[src/rtl/ovl_event_sequence_gen.sv]
// ovl_event_sequence_gen: walking-one event_sequence stimulus for ovl_cycle_sequence checkers.
// Build option OVL_SEQ_GEN_ERR_INJ_EN adds a blanked-step fault injector for fail tests.
module ovl_event_sequence_gen #(
  parameter int NUM_CKS = 4,
  parameter int CNT_W   = 8
) (
  input  logic                       clock,
  input  logic                       reset,
  input  logic                       enable,
  input  logic                       start,
  input  logic [CNT_W-1:0]           hold_cycles,
  input  logic                       loop_en,
  input  logic                       err_inj,
  input  logic [$clog2(NUM_CKS)-1:0] err_idx,
  output logic [NUM_CKS-1:0]         event_sequence,
  output logic [$clog2(NUM_CKS)-1:0] step_idx,
  output logic                       busy,
  output logic                       done
);

  localparam int IDX_W = $clog2(NUM_CKS);

  localparam logic [1:0] S_IDLE = 2'd0;
  localparam logic [1:0] S_STEP = 2'd1;
  localparam logic [1:0] S_DONE = 2'd2;

  localparam logic [IDX_W-1:0] LAST_IDX = IDX_W'(NUM_CKS - 1);

  logic [1:0]       r_state;
  logic [IDX_W-1:0] r_step_idx;
  logic [CNT_W-1:0] r_cnt;
  logic [CNT_W-1:0] r_hold;
  logic             w_corrupt;
  logic             w_take_start;

  // Step 0 drives the MSB; each later step moves one bit toward the LSB.
  function automatic logic [NUM_CKS-1:0] f_step_onehot(input logic [IDX_W-1:0] idx);
    logic [NUM_CKS-1:0] v;
    v = '0;
    for (int i = 0; i < NUM_CKS; i++) begin
      v[i] = (i == (NUM_CKS - 1 - int'(idx)));
    end
    return v;
  endfunction

  function automatic logic [CNT_W-1:0] f_hold_min1(input logic [CNT_W-1:0] h);
    return (h == '0) ? CNT_W'(1) : h;
  endfunction

  assign w_take_start = enable && start && (r_state == S_IDLE);

  always_ff @(posedge clock or negedge reset) begin
    if (!reset) begin
      r_state    <= S_IDLE;
      r_step_idx <= '0;
      r_cnt      <= '0;
      r_hold     <= '0;
    end else if (enable) begin
      case (r_state)
        S_IDLE: begin
          if (start) begin
            r_state    <= S_STEP;
            r_step_idx <= '0;
            r_cnt      <= CNT_W'(1);
            r_hold     <= f_hold_min1(hold_cycles);
          end
        end
        S_STEP: begin
          // Equality compare only: r_cnt never passes r_hold, so no overflow path exists.
          if (r_cnt == r_hold) begin
            r_cnt <= CNT_W'(1);
            if (r_step_idx == LAST_IDX) begin
              r_state    <= S_DONE;
              r_step_idx <= '0;
            end else begin
              r_step_idx <= r_step_idx + IDX_W'(1);
            end
          end else begin
            r_cnt <= r_cnt + CNT_W'(1);
          end
        end
        S_DONE: begin
          r_step_idx <= '0;
          // loop_en has priority; start is never sampled outside IDLE.
          if (loop_en) begin
            r_state <= S_STEP;
            r_cnt   <= CNT_W'(1);
          end else begin
            r_state <= S_IDLE;
            r_cnt   <= '0;
          end
        end
        default: begin
          r_state    <= S_IDLE;
          r_step_idx <= '0;
          r_cnt      <= '0;
        end
      endcase
    end
  end

`ifdef OVL_SEQ_GEN_ERR_INJ_EN
  logic             r_err_inj;
  logic [IDX_W-1:0] r_err_idx;

  always_ff @(posedge clock or negedge reset) begin
    if (!reset) begin
      r_err_inj <= 1'b0;
      r_err_idx <= '0;
    end else if (w_take_start) begin
      r_err_inj <= err_inj;
      r_err_idx <= err_idx;
    end
  end

  assign w_corrupt = r_err_inj && (r_err_idx == r_step_idx);
`else
  logic w_unused_err;

  assign w_unused_err = ^{err_inj, err_idx, w_take_start};
  assign w_corrupt    = 1'b0;
`endif

  // Outputs decode registered state only, so an async reset clears them at once.
  assign event_sequence = ((r_state == S_STEP) && !w_corrupt) ? f_step_onehot(r_step_idx) : '0;
  assign step_idx       = r_step_idx;
  assign busy           = (r_state != S_IDLE);
  assign done           = (r_state == S_DONE);

endmodule

[config.mk]
export PLATFORM = sky130hd
export DESIGN_NAME = ovl_event_sequence_gen
export DESIGN_NICKNAME = d
export VERILOG_FILES = /design/src/rtl/ovl_event_sequence_gen.sv
export SDC_FILE = /design/constraint.sdc
export NUM_CORES = 1
export LEC_CHECK = 0
export CAP_MARGIN = 10
export CORE_ASPECT_RATIO = 0.75
export CORE_UTILIZATION = 40
export DETAILED_ROUTE_END_ITERATION = 10
export PLACE_DENSITY = 0.63
export SLEW_MARGIN = 20
export SYNTH_ARGS = -nofsm -noshare
export SYNTH_HDL_FRONTEND = slang
export SYNTH_SLANG_ARGS = --single-unit
[constraint.sdc]
create_clock -name clock -period 2.08 [get_ports clock]
set_clock_uncertainty 0.1 [all_clocks]
set_input_delay 0.624 -clock clock [delete_from_list [all_inputs] [get_ports clock]]
set_output_delay 0.624 -clock clock [all_outputs]
set_load 0.05 [all_outputs]
==> results.sh, run 1 <==
export IMPL_n_antenna_cell=0
export IMPL_synth_edf_count=0
export IMPL_yosys_most_used_dff="dfrtp_1"
export IMPL_drt_vias_per_instance=5.401
export IMPL_yosysSeqAreaShare_pct=41.71
export IMPL_cts_sinks=20
export IMPL_worst_ep_arrival_time_ns=1.30
export IMPL_postCtsSetupBuffers=0
export IMPL_fill_cells=252
export IMPL_die_x_um=65.24
export IMPL_grtUsageTotal_pct=17.83
export IMPL_ys_async_sr_fraction_pct=100.0
export IMPL_yosysMostFrequentCell="dfrtp_1"
export IMPL_fmax_mhz=493.2
export IMPL_yosys_register_bits=20
export IMPL_grt_pass1_wl_mm=4.395
export IMPL_netlist_area_leader_share_pct=41.71
export IMPL_final_nets=163
export IMPL_finalNonFillerCells=177
export IMPL_die_h_um=49.43
export IMPL_startpoint_type="flip-flop"
export IMPL_critPathMaxFanout=7
export IMPL_cts_root_buf="clkbuf_8"
export IMPL_maxCapViolations=0
export IMPL_antenna_found_initial=0
export IMPL_portBuffers=20
export IMPL_wl_per_cell_um=13.76
export IMPL_worstMarginPinSlew_ns=0.3738
export IMPL_place_area_um2=1544
export IMPL_required_ns=1.36
export IMPL_drive_above_1_share_pct=26.24
export IMPL_p_comb_share_pct=57.0
export IMPL_p_sw_share_pct=44.11
export IMPL_drt_iter0_drc=15
export IMPL_synth_common_cells="20 x dfrtp_1, 10 x xnor2_1, 9 x a21oi_1, 9 x nand2_1"
export IMPL_grt_max_degree=21
export IMPL_clk_pin_slew_ns=0.07
export IMPL_finalSetupViolCount=0
export IMPL_p_int_uw=1314
export IMPL_num_rows=16
export IMPL_initial_core_util_pct=44.07
export IMPL_p_clk_share_pct=11.0
export IMPL_yosys_warnings=0
export IMPL_routed_wl_mm=2.435
export IMPL_p_switching_uw=1037
export IMPL_hold_path_class="reg -> reg"
export IMPL_synthCells=111
export IMPL_drc=0
export IMPL_ant_nets=0
export IMPL_yosysTopAreaCell="dfrtp_1"
export IMPL_grt_pass1_vias=919
export IMPL_criticalPathCategory="reg -> out"
export IMPL_cts_tree="done"
export IMPL_place_gp_congestion=0.8079
export IMPL_finalInstanceArea_um2=1594
export IMPL_overflow=0
export IMPL_num_io_pins=24
export IMPL_irDropWorstVdd_uv=743.1
export IMPL_synth_area_per_cell_um2=10.81
export IMPL_p_leak_uw=0.0006944
export IMPL_fp_coreArea_um2=2723
export IMPL_relSlewSlack_pct=75.08
export IMPL_outcome="completed"
export IMPL_cts_buffers=3
export IMPL_clk_path_buf_depth=2
export IMPL_ys_types=36
export IMPL_synth_area_leaders="dfrtp_1 42%, xnor2_1 7.3%, mux2_2 5.6%"
export IMPL_slew_violations=0
export IMPL_placedCellCount=173
export IMPL_p_seq_share_pct=32.0
export IMPL_fin_crit_ns=2.028
export IMPL_syn2layout_area_growth_pct=32.85
export IMPL_synth_nets=132
export IMPL_cts_htree_levels=1
export IMPL_clock_latency_ns=0.26
export IMPL_dp_hpwl_mm=1.875
export IMPL_rsz0062_at_grt="false"
export IMPL_dieArea_um2=3225
export IMPL_syn_area_um2=1200
export IMPL_endpoint_kind="primary output"
export IMPL_num_vias=956
export IMPL_firstDrtPassIters=4
export IMPL_hold_violations=0
export IMPL_post_route_period_util_pct=97.49
export IMPL_power_density_nw_per_um2=1475
final cells by class:
cell class | instances | area, um^2 | share of cell area [%]
inverters | 6 | 22.52 | 1.413
multi-input cells | 83 | 663.1 | 41.60
clock buffers | 4 | 45.04 | 2.826
repair buffers | 28 | 315.3 | 19.78
flip-flops and latches | 20 | 503.0 | 31.55
well taps | 36 | 45.04 | 2.826
cells in the final DEF (no fill, tap or decap), drive strengths merged:
cell type	instances
nand4b	1
nor2	2
nand3	3
o2bb2ai	1
and2b	2
o221ai	1
nor4	2
and3	1
clkbuf	4
xor2	4
and2	4
o31a	1
inv	6
nand4	5
ha	5
o31ai	1
o311ai	1
and4	2
or2	1
nand2	9
dfrtp	20
a221o	1
mux2	7
o211ai	2
buf	16
a21oi	10
nor3	2
xnor2	10
mux2i	1
o21ai	4
clkdlybuf4s50	12
flip-flops by register name, summed over array words and instances (netlist names):
name	flops
r_cnt	8
step_idx	2
r_hold	8
r_state	2
stage by stage:
step                power [uW]  utilization (%)  hold slack, ns  setup WS, ns  TNS (ns)
floorplan                 1587                -          0.2284        0.1300         0
global placement          2028            56.71          0.4009      -0.06645   -0.4449
detailed placement        2065            56.71          0.4064       -0.1037   -0.8089
CTS                       2338            58.41          0.4211       0.05573         0
global route              2520            58.55          0.4383     0.0002042         0
finish                    2352            58.55          0.4151       0.05231         0
worst max-delay path, stage by stage (launching register included):
cell	delay, ns
dfrtp_2	0.46
ha_1	0.26
and2_1	0.18
buf_12	0.15
per-layer routing:
metal | wire (um) | share of wire, % | track usage [%] | vias up
met5 | 0 | 0 | 0 | -
met4 | 22 | 0.90 | 5.797 | 0
met3 | 101 | 4.1 | 5.374 | 4
met2 | 1163 | 48 | 27.15 | 28
met1 | 1148 | 47 | 24.08 | 458
li1 | - | - | - | 466
cells by family (layout without fill, tap and decap cells):
| family | after synthesis | in the layout | synth area share, % |
|---|---|---|---|
| and+or+nand+nor | 34 | 34 | 18.67 |
| muxes | 8 | 8 | 7.403 |
| xor gates and xnor gates | 14 | 14 | 10.22 |
| AOI/OAI and AO/OA | 22 | 22 | 13.35 |
| adders and majority gates | 5 | 5 | 5.214 |
| buffers and inverters | 8 | 38 | 3.441 |
| DFF | 20 | 20 | 41.71 |
what timing repair did:
action / 4_1_cts / 5_1_grt
endpoints found under the setup margin: 4 / 4
gates resized for setup: 1 / 2
hold buffers: 0 / 0
pin swaps: 0 / 0
path summary, 6_finish.rpt:
kind                       depth (start not counted)  slack (ns)                 to         from
max in group asynchronous                          2        1.06        step_idx[0]        reset
min in group asynchronous                          2        0.60           r_cnt[4]        reset
hold / removal                                     1        0.42          r_hold[6]    r_hold[6]
setup / recovery                                   3        0.05  event_sequence[0]  step_idx[0]
hold reg to reg                                    1        0.42          r_hold[6]    r_hold[6]
setup reg to reg                                   5        0.44           r_cnt[3]   r_state[1]
power groups by stage:
| stage | Clock, uW | Sequential (uW) | Combinational, uW |
|---|---|---|---|
| 6_report | 258 | 752 | 1340 |
| 5_1_grt | 283 | 780 | 1460 |
| 4_1_cts | 263 | 751 | 1320 |
| 3_5_place_dp | 0 | 758 | 1310 |
| 3_3_place_gp | 0 | 746 | 1280 |
| 2_1_floorplan | 0 | 779 | 808 |
No activity file was read; power rests on OpenSTA's default activity.
==> run 2, diff against run 1 <==
--- a/config.mk
+++ b/config.mk
@@ -9,7 +9,9 @@
 export CORE_ASPECT_RATIO = 0.75
 export CORE_UTILIZATION = 40
 export DETAILED_ROUTE_END_ITERATION = 10
+export MAX_ROUTING_LAYER = met4
 export PLACE_DENSITY = 0.63
+export REMOVE_ABC_BUFFERS = 1
 export SLEW_MARGIN = 20
 export SYNTH_ARGS = -nofsm -noshare
 export SYNTH_HDL_FRONTEND = slang
==> run 2 against run 1 <==
  * Global-route usage increased by 1.2 points
  * Sequential share of layout area decreased by 0.88 points
  * Clock power increased by 15%
  * Critical path depth increased by 1
  * Total power increased by 2.7%
  * Design area increased by 2.4%
  * Critical path type unchanged
  * Largest power group unchanged
  * Highest routed layer unchanged
==> results.sh, run 2 (synthesized netlist as in run 1, its figures left out) <==
export IMPL_outcome="completed"
export IMPL_cts_sinks=20
export IMPL_portBuffers=20
export IMPL_path_cells="inv_1 > ha_1 > and2_1 > buf_12"
export IMPL_relSlewSlack_pct=72.52
export IMPL_dp_hpwl_mm=1.980
export IMPL_worst_ep_arrival_time_ns=1.28
export IMPL_maxCapViolations=0
export IMPL_routed_wl_mm=2.491
export IMPL_finalSetupViolCount=0
export IMPL_clk_pin_slew_ns=0.07
export IMPL_finalNonFillerCells=179
export IMPL_drt_vias_per_instance=5.128
export IMPL_place_gp_congestion=0.8147
export IMPL_fill_cells=240
export IMPL_cts_buffers=3
export IMPL_final_nets=165
export IMPL_startpoint_type="flip-flop"
export IMPL_slowest_stage="dfrtp_1"
export IMPL_post_route_period_util_pct=96.11
export IMPL_wl_per_cell_um=13.92
export IMPL_irDropWorstVdd_uv=772.3
export IMPL_worstMarginPinSlew_ns=0.4123
export IMPL_die_h_um=49.43
export IMPL_cts_htree_levels=1
export IMPL_drt_iter0_drc=24
export IMPL_cts_root_buf="clkbuf_8"
export IMPL_clock_latency_ns=0.26
export IMPL_overflow=0
export IMPL_drc=0
export IMPL_required_ns=1.36
export IMPL_firstDrtPassIters=4
export IMPL_placedCellCount=175
export IMPL_dieArea_um2=3225
export IMPL_num_io_pins=24
export IMPL_rsz0062_at_grt="false"
export IMPL_postCtsSetupBuffers=0
export IMPL_grt_pass1_wl_mm=4.574
export IMPL_syn2layout_area_growth_pct=35.97
export IMPL_hold_violations=0
export IMPL_n_antenna_cell=0
export IMPL_final_cell_mix="20 x dfrtp_1, 12 x clkdlybuf4s50_1, 11 x buf_4"
export IMPL_finalSetupTns_ns=0
export IMPL_layout_commonest_cell="dfrtp_1"
export IMPL_drive_above_1_share_pct=25.17
export IMPL_reg_top3="r_cnt x8, r_hold x8"
export IMPL_path_buf_inv=2
export IMPL_path_delay_family="flip-flops"
export IMPL_criticalPathCategory="reg -> out"
export IMPL_grtUsageTotal_pct=19.05
export IMPL_critPathMaxFanout=5
export IMPL_endpoint_kind="primary output"
export IMPL_fmax_mhz=500.2
export IMPL_slew_violations=0
export IMPL_initial_core_util_pct=44.07
export IMPL_grt_max_degree=21
export IMPL_slowest_delay_ns=0.42
export IMPL_num_vias=918
export IMPL_fin_crit_ns=1.999
export IMPL_cts_tree="done"
export IMPL_p_leak_uw=0.0007128
export IMPL_num_rows=16
export IMPL_fp_coreArea_um2=2723
export IMPL_power_density_nw_per_um2=1481
export IMPL_ant_nets=0
export IMPL_die_x_um=65.24
export IMPL_clk_path_buf_depth=2
export IMPL_antenna_found_initial=0
export IMPL_hold_path_class="reg -> reg"
export IMPL_grt_pass1_vias=982
## run 2: cell type report
class	instances	area, um^2	share of cell area [%]
Clock buffer	4	55.05	3.374
Tap cell	36	45.04	2.761
Multi-Input combinational cell	83	665.6	40.80
Inverter	6	22.52	1.380
Timing Repair Buffer	30	342.8	21.01
Sequential cell	20	500.5	30.67
## run 2: worst paths after layout
path                            slack, ns   startpoint                end  depth (start not counted)
worst max-delay path                 0.08  step_idx[1]  event_sequence[3]                          4
worst min-delay path                 0.43    r_hold[2]          r_hold[2]                          1
worst max register to register       0.45     r_cnt[0]        step_idx[0]                          4
worst min register to register       0.43    r_hold[2]          r_hold[2]                          1
max in group asynchronous            1.08        reset           r_cnt[2]                          2
min in group asynchronous            0.59        reset          r_hold[7]                          2
## run 2: power breakdown
group | leakage [uW] | internal, uW | switching [uW]
clock | 0.0000288 | 169 | 129
sequential | 0.000243 | 551 | 185
combinational | 0.000441 | 653 | 730
## run 2: per-stage QoR
stage | setup slack (ns) | hold slack [ns] | utilization, % | cell area, um^2 | power [uW]
2_1_floorplan | -0.05546 | 0.2284 | - | 1181 | 1565
3_3_place_gp | -0.07586 | 0.4213 | 57.63 | 1569 | 2088
3_5_place_dp | -0.1045 | 0.4247 | 57.63 | 1569 | 2129
4_1_cts | 0.06680 | 0.4415 | 59.65 | 1624 | 2437
5_1_grt | 0.006199 | 0.4649 | 59.93 | 1632 | 2591
6_report | 0.08090 | 0.4331 | 59.93 | 1632 | 2416
## run 2: worst reg2reg max path: stages (launching register included)
cell	delay, ns
dfrtp_1	0.48
xnor2_1	0.23
and4_1	0.27
nand4_1	0.19
o311ai_1	0.26
## run 2: what timing repair did
item                                    4_1_cts  5_1_grt
endpoints found under the setup margin        0        1
hold buffers                                  0        0
endpoints found under the hold margin         0        0
gates resized for setup                       0        1
## run 2: per-layer routing
layer  track usage (%)  routed length, um
met1             25.44               1246
met4             3.261                 21
met3             4.907                 85
met5                 -                  0
met2             29.38               1137
